==> src/rtl/vga_scanout.sv <==
// vga_scanout: VGA raster timing generator and pixel unpacker at the read end of
// the 128-bit frame-data FIFO. Each FIFO word carries four 24-bit pixels in
// 32-bit lanes. A fetch with no data shows UNDERFLOW_RGB for the whole group
// and sets a sticky underflow flag.
// Build option: define VGA_SCANOUT_TEST_PATTERN_EN to add the test_pattern_sel
// input and an 8-bar colour pattern generator.
module vga_scanout #(
    parameter int          IMAGE_WIDTH   = 1280,
    parameter int          IMAGE_HEIGHT  = 1024,
    parameter int          H_FRONT       = 48,
    parameter int          H_SYNC        = 112,
    parameter int          H_BACK        = 248,
    parameter int          V_FRONT       = 1,
    parameter int          V_SYNC        = 3,
    parameter int          V_BACK        = 38,
    parameter logic [23:0] UNDERFLOW_RGB = 24'hFF00FF
) (
    input  logic         vga_clk,
    input  logic         vga_reset_n,
    input  logic         scan_enable,
`ifdef VGA_SCANOUT_TEST_PATTERN_EN
    input  logic         test_pattern_sel,
`endif
    input  logic         data_fifo_empty,
    input  logic [127:0] data_fifo_rd_data,
    input  logic         clear_underflow,
    output logic         vga_rd_valid,
    output logic         vga_hs,
    output logic         vga_vs,
    output logic         vga_blank_n,
    output logic [7:0]   vga_r,
    output logic [7:0]   vga_g,
    output logic [7:0]   vga_b,
    output logic         frame_start,
    output logic         underflow
);
    localparam int H_TOTAL = IMAGE_WIDTH + H_FRONT + H_SYNC + H_BACK;
    localparam int V_TOTAL = IMAGE_HEIGHT + V_FRONT + V_SYNC + V_BACK;
    localparam int HW      = $clog2(H_TOTAL + 1);
    localparam int VW      = $clog2(V_TOTAL + 1);

    localparam logic [HW-1:0] H_LAST = HW'(H_TOTAL - 1);
    localparam logic [HW-1:0] H_ACT  = HW'(IMAGE_WIDTH);
    localparam logic [HW-1:0] HS_BEG = HW'(IMAGE_WIDTH + H_FRONT);
    localparam logic [HW-1:0] HS_END = HW'(IMAGE_WIDTH + H_FRONT + H_SYNC);
    localparam logic [VW-1:0] V_LAST = VW'(V_TOTAL - 1);
    localparam logic [VW-1:0] V_ACT  = VW'(IMAGE_HEIGHT);
    localparam logic [VW-1:0] VS_BEG = VW'(IMAGE_HEIGHT + V_FRONT);
    localparam logic [VW-1:0] VS_END = VW'(IMAGE_HEIGHT + V_FRONT + V_SYNC);

    logic [HW-1:0]  h_cnt_q, h_cnt_d;
    logic [VW-1:0]  v_cnt_q, v_cnt_d;
    logic           frame_active_q, frame_active_d;
    logic [127:0]   hold_q, hold_d;
    logic           grp_valid_q, grp_valid_d;
    logic           underflow_q, underflow_d;
    logic           hs_q, hs_d;
    logic           vs_q, vs_d;
    logic           blank_n_q, blank_n_d;
    logic           frame_start_q, frame_start_d;
    logic [23:0]    rgb_q, rgb_d;

    logic           frame_top, active, frame_en, pattern_on;
    logic           fetch_slot, pop, miss;
    logic [1:0]     pix_idx;
    logic [23:0]    bar_rgb;

`ifdef VGA_SCANOUT_TEST_PATTERN_EN
    logic           pattern_q, pattern_d;
    logic [31:0]    bar_prod;
    logic [2:0]     bar_idx;
    logic           unused_bar;

    // Colour-bar generator: bar index bits map to R, G and B full-scale
    always_comb begin
        bar_prod = (32'(h_cnt_q) * 32'd8) / 32'(IMAGE_WIDTH);
        bar_idx  = bar_prod[2:0];
        bar_rgb  = {{8{bar_idx[2]}}, {8{bar_idx[1]}}, {8{bar_idx[0]}}};
    end
    assign unused_bar = ^bar_prod[31:3];
`else
    assign bar_rgb = '0;
`endif

    // Region decode, frame gating and fetch decision for the current counter state
    always_comb begin
        frame_top  = (h_cnt_q == '0) && (v_cnt_q == '0);
        active     = (h_cnt_q < H_ACT) && (v_cnt_q < V_ACT);
        // The frame-start cycle already uses the freshly sampled enable so the
        // first pixel of the frame can be fetched.
        frame_en   = frame_top ? scan_enable : frame_active_q;
`ifdef VGA_SCANOUT_TEST_PATTERN_EN
        pattern_on = frame_top ? test_pattern_sel : pattern_q;
`else
        pattern_on = 1'b0;
`endif
        pix_idx    = h_cnt_q[1:0];
        fetch_slot = active && frame_en && !pattern_on && (pix_idx == 2'd0);
        pop        = fetch_slot && !data_fifo_empty;
        miss       = fetch_slot && data_fifo_empty;
    end

    // Pop is combinational so the show-ahead head word is consumed in its fetch
    // cycle; reset masks it because the frame-start decode is live during reset.
    assign vga_rd_valid = pop && vga_reset_n;

    // Next state for counters, frame gating, holding register and underflow
    always_comb begin
        h_cnt_d = (h_cnt_q == H_LAST) ? '0 : h_cnt_q + 1'b1;
        v_cnt_d = v_cnt_q;
        if (h_cnt_q == H_LAST) begin
            v_cnt_d = (v_cnt_q == V_LAST) ? '0 : v_cnt_q + 1'b1;
        end
        frame_active_d = frame_en;
`ifdef VGA_SCANOUT_TEST_PATTERN_EN
        pattern_d      = pattern_on;
`endif
        hold_d         = pop ? data_fifo_rd_data : hold_q;
        grp_valid_d    = fetch_slot ? !data_fifo_empty : grp_valid_q;
        underflow_d    = miss ? 1'b1 : (clear_underflow ? 1'b0 : underflow_q);
    end

    // Registered video outputs, all derived from the same counter state
    always_comb begin
        hs_d          = (h_cnt_q >= HS_BEG) && (h_cnt_q < HS_END);
        vs_d          = (v_cnt_q >= VS_BEG) && (v_cnt_q < VS_END);
        blank_n_d     = active;
        frame_start_d = frame_top;
        rgb_d         = '0;
        if (active && frame_en) begin
            if (pattern_on) begin
                rgb_d = bar_rgb;
            end else if (pix_idx == 2'd0) begin
                // Pixel 0 of a group comes straight from the FIFO head word.
                rgb_d = data_fifo_empty ? UNDERFLOW_RGB : data_fifo_rd_data[23:0];
            end else begin
                rgb_d = grp_valid_q ? hold_q[{pix_idx, 5'd0} +: 24] : UNDERFLOW_RGB;
            end
        end
    end

    // State and output registers
    always_ff @(posedge vga_clk or negedge vga_reset_n) begin
        if (!vga_reset_n) begin
            h_cnt_q        <= '0;
            v_cnt_q        <= '0;
            frame_active_q <= 1'b0;
`ifdef VGA_SCANOUT_TEST_PATTERN_EN
            pattern_q      <= 1'b0;
`endif
            hold_q         <= '0;
            grp_valid_q    <= 1'b0;
            underflow_q    <= 1'b0;
            hs_q           <= 1'b0;
            vs_q           <= 1'b0;
            blank_n_q      <= 1'b0;
            frame_start_q  <= 1'b0;
            rgb_q          <= '0;
        end else begin
            h_cnt_q        <= h_cnt_d;
            v_cnt_q        <= v_cnt_d;
            frame_active_q <= frame_active_d;
`ifdef VGA_SCANOUT_TEST_PATTERN_EN
            pattern_q      <= pattern_d;
`endif
            hold_q         <= hold_d;
            grp_valid_q    <= grp_valid_d;
            underflow_q    <= underflow_d;
            hs_q           <= hs_d;
            vs_q           <= vs_d;
            blank_n_q      <= blank_n_d;
            frame_start_q  <= frame_start_d;
            rgb_q          <= rgb_d;
        end
    end

    // Lane 0 and the pad byte of each lane are never displayed from the holding register.
    logic unused_hold;
    assign unused_hold = ^{hold_q[31:0], hold_q[63:56], hold_q[95:88], hold_q[127:120]};

    assign vga_hs      = hs_q;
    assign vga_vs      = vs_q;
    assign vga_blank_n = blank_n_q;
    assign vga_r       = rgb_q[23:16];
    assign vga_g       = rgb_q[15:8];
    assign vga_b       = rgb_q[7:0];
    assign frame_start = frame_start_q;
    assign underflow   = underflow_q;

endmodule

==> config.mk <==
export PLATFORM = sky130hd
export DESIGN_NAME = vga_scanout
export DESIGN_NICKNAME = d
export VERILOG_FILES = /design/src/rtl/vga_scanout.sv
export SDC_FILE = /design/constraint.sdc
export NUM_CORES = 1
export LEC_CHECK = 0
export CORE_UTILIZATION = 25
export DETAILED_ROUTE_END_ITERATION = 12
export GPL_TIMING_DRIVEN = 0
export PLACE_DENSITY_LB_ADDON = 0.25
export SETUP_SLACK_MARGIN = 0.3
export SYNTH_ARGS = -nofsm -noshare
export SYNTH_HDL_FRONTEND = slang
export SYNTH_SLANG_ARGS = --single-unit
==> constraint.sdc <==
create_clock -name vga_clk -period 4.05 [get_ports vga_clk]
set_input_delay 0.81 -clock vga_clk [delete_from_list [all_inputs] [get_ports vga_clk]]
set_output_delay 0.81 -clock vga_clk [all_outputs]
set_load 0.01 [all_outputs]
==> results.json <==
{
  "clock_skew_ps": 15.2,
  "die_h_um": 166,
  "power_density_nw_per_um2": 409,
  "path_class": "reg -> out",
  "final_util_pct": 34.7,
  "io_pins": 163,
  "setup_viol_count_final": 0,
  "seq_area_frac_synth_pct": 55.6,
  "hpwl_um": 12500,
  "routabilityCongestion": 0.755,
  "grt_pass1_vias": 4855,
  "clk_pin_slew_ps": 70,
  "r2r_slack_ps": 890,
  "grt.total_usage_pct": 13.7,
  "synth_nets": 606,
  "cts_buffers": 17,
  "syn2layout_area_growth_pct": 35.7,
  "drive_gt1_share_pct": 28.4,
  "vias": 4362,
  "violations": "design-rule violations",
  "antenna_found_initial": 0,
  "synth_top_flop_cell": "dfrtp_1",
  "grt_max_degree": 77,
  "n_fill_cell": 2558,
  "arrival_ps": 2760,
  "period_minus_slack_ps": 3570,
  "grt-ovfl-total": 0,
  "slew_violations": 0,
  "switching_power_mw": 0.844,
  "fmax_ghz": 0.280,
  "startpoint_type": "flip-flop",
  "placement.io_buffers": 130,
  "htreeDepth": 4,
  "pwr-share-clk_pct": 41.6,
  "num_rows": 59,
  "synth_edf_count": 0,
  "synth_warnings": 0,
  "final_common_cell": "dfrtp_1",
  "synthArstFlopShare_pct": 100,
  "drtPass1Iterations": 10,
  "drt_iter0_drc": 218,
  "comb_power_share_pct": 12.1,
  "layout_common_cells": "149 x dfrtp_1, 128 x clkdlybuf4s50_1, 67 x mux2_2",
  "finalWorstSetupSlack_ps": 483,
  "hold_violations": 0,
  "insertion_delay_ps": 420,
  "cp_max_fo": 10,
  "initial_utilization_pct": 25.6,
  "post_drt_wl_per_cell_um": 18.4,
  "swShare_pct": 22.7,
  "drc_errors": 10,
  "critPathCaptureType": "output port",
  "p_int_mw": 2.87,
  "n_antenna_cell": 0,
  "leakagePower_nw": 3.87,
  "routed_wl_um": 17800,
  "clkSinkCount": 149,
  "grt_pass1_wl_um": 28100,
  "clockRootBuffer": "clkbuf_16",
  "tightest_slew_ps": 995,
  "whs_ps": 385,
  "syn_avg_cell_area_um2": 14.3,
  "synth_cell_types": 49,
  "ant_nets": 0,
  "coreArea_um2": 26200,
  "seq_area_um2": 3730,
  "status": "finished, violations left",
  "finalCritPeriodShare_pct": 88.1,
  "synth_area_um2": 6700,
  "relSlewSlack_pct": 33.6,
  "cts_tree": "yes",
  "crit_required_ps": 3240,
  "dp_worst_setup_slack_ps": -591,
  "cts_max_path_buffers": 2,
  "ctsHoldBuffers": 0,
  "maxCapViolCount": 0,
  "ir_drop_v": 0.000238,
  "dieArea_um2": 27500,
  "die_x_um": 166,
  "holdCritPathClass": "in -> async",
  "power_frac_seq_pct": 46.3,
  "num-nets-final": 759,
  "grt_setup_unrepaired": "no",
  "multi_input_area_um2": 2770,
  "vias_per_cell": 4.51,
  "synthCells": 468,
  "ys_ff_latch": 149
}
cell families after synthesis:
kind of cell | synth area share, %
buffers and inverters | 3.45
multiplexers | 26.0
flip-flops | 55.6
adder cells (fa/ha/maj) | 0.934
AO/OA/AOI/OAI | 4.72
XOR/XNOR | 1.44
AND/OR/NAND/NOR | 7.84
cell usage after synthesis, types with 2 or more instances:
cell / count / area, um2
dfrtp_1: 149 / 3730
mux2_2: 67 / 754
nor2_1: 33 / 124
mux2_4: 29 / 435
mux4_2: 24 / 541
o22ai_1: 16 / 100
nand2_1: 13 / 48.8
clkbuf_1: 12 / 45.0
nand3_1: 12 / 60.1
a22oi_1: 8 / 60.1
inv_1: 8 / 30.0
and3_1: 7 / 43.8
o21ai_0: 7 / 35.0
xnor2_1: 7 / 61.3
buf_4: 6 / 45.0
nand4_1: 6 / 37.5
ha_1: 5 / 62.6
nand2b_1: 5 / 31.3
a21o_1: 4 / 30.0
buf_1: 4 / 15.0
buf_12: 4 / 80.1
nor3_1: 4 / 20.0
xor2_1: 4 / 35.0
nor2b_1: 3 / 18.8
a21boi_0: 2 / 15.0
a21oi_1: 2 / 10.0
and2_1: 2 / 12.5
nor4_1: 2 / 12.5
or3_1: 2 / 12.5
or4_1: 2 / 15.0
per-layer routing:
| metal | wire (um) | up-vias | track usage, % | part of all wire (%) |
|---|---|---|---|---|
| met3 | 647 | 13 | 3.03 | 3.6 |
| met4 | 226 | 0 | 4.39 | 1.3 |
| li1 | - | 2012 | - | - |
| met5 | 0 | - | 0 | 0 |
| met2 | 8910 | 91 | 23.1 | 50 |
| met1 | 8050 | 2246 | 17.3 | 45 |
worst paths after layout:
check	start	to	depth (start not counted)
worst min-delay path	vga_reset_n	v_cnt_q[2]$_DFFE_PN0N_	1
worst max register to register	h_cnt_q[1]$_DFF_PN0_	rgb_q[12]$_DFF_PN0_	11
worst max-delay path	h_cnt_q[1]$_DFF_PN0_	vga_rd_valid	10
min in group vga_clk	frame_active_q$_DFF_PN0_	frame_active_q$_DFF_PN0_	1
worst min register to register	frame_active_q$_DFF_PN0_	frame_active_q$_DFF_PN0_	1
max in group asynchronous	vga_reset_n	hold_q[113]$_DFFE_PN0P_	2
per-stage QoR:
stage / TNS, ps / area (um2) / std cells / total power, mW
5_1_grt: 0 / 9090 / 968 / 3.90
3_5_place_dp: -3180 / 8450 / 934 / 2.20
6_report: 0 / 9090 / 968 / 3.72
4_1_cts: 0 / 9090 / 968 / 3.78
2_1_floorplan: 0 / 6700 / 468 / 1.97
3_3_place_gp: -601670 / 8420 / 933 / 2.19
final cells by class:
type / instances / share of cell area [%]
Clock inverter: 12 / 1.40
Buffer: 28 / 2.45
Sequential cell: 149 / 41.0
Tap cell: 335 / 4.61
Inverter: 8 / 0.330
Timing Repair Buffer: 134 / 14.9
Clock buffer: 19 / 4.87
Multi-Input combinational cell: 283 / 30.5
worst max-delay path, cell delays in order (launching register included):
cell	delay, ps
dfrtp_1	390
clkbuf_8	190
buf_6	170
inv_1	90
ha_4	170
or4b_4	480
nor4_4	200
and3_4	260
nor2_4	40
nor2_1	120
clkdlybuf4s15_2	230
sequential cells by signal, indices dropped and copies added (netlist names), 11 cells and up:
name,count
h_cnt_q,11
hold_q,96
rgb_q,24
v_cnt_q,11
power groups by stage:
| stage | combinational, mW | clock (mW) | sequential (mW) |
|---|---|---|---|
| floorplan | 0.241 | 0 | 1.73 |
| global route | 0.490 | 1.67 | 1.74 |
| global placement | 0.442 | 0 | 1.74 |
| finish | 0.449 | 1.55 | 1.72 |
| CTS | 0.459 | 1.60 | 1.72 |
| detailed placement | 0.456 | 0 | 1.75 |
what timing repair did:
action | 4_1_cts | 5_1_grt
buffers inserted | 3 | 0
pin swaps | 3 | 1
endpoints found under the setup margin | 21 | 1
resized for setup | 19 | 0
endpoints found under the hold margin | 0 | 0
(Power assumes the default switching activity.)
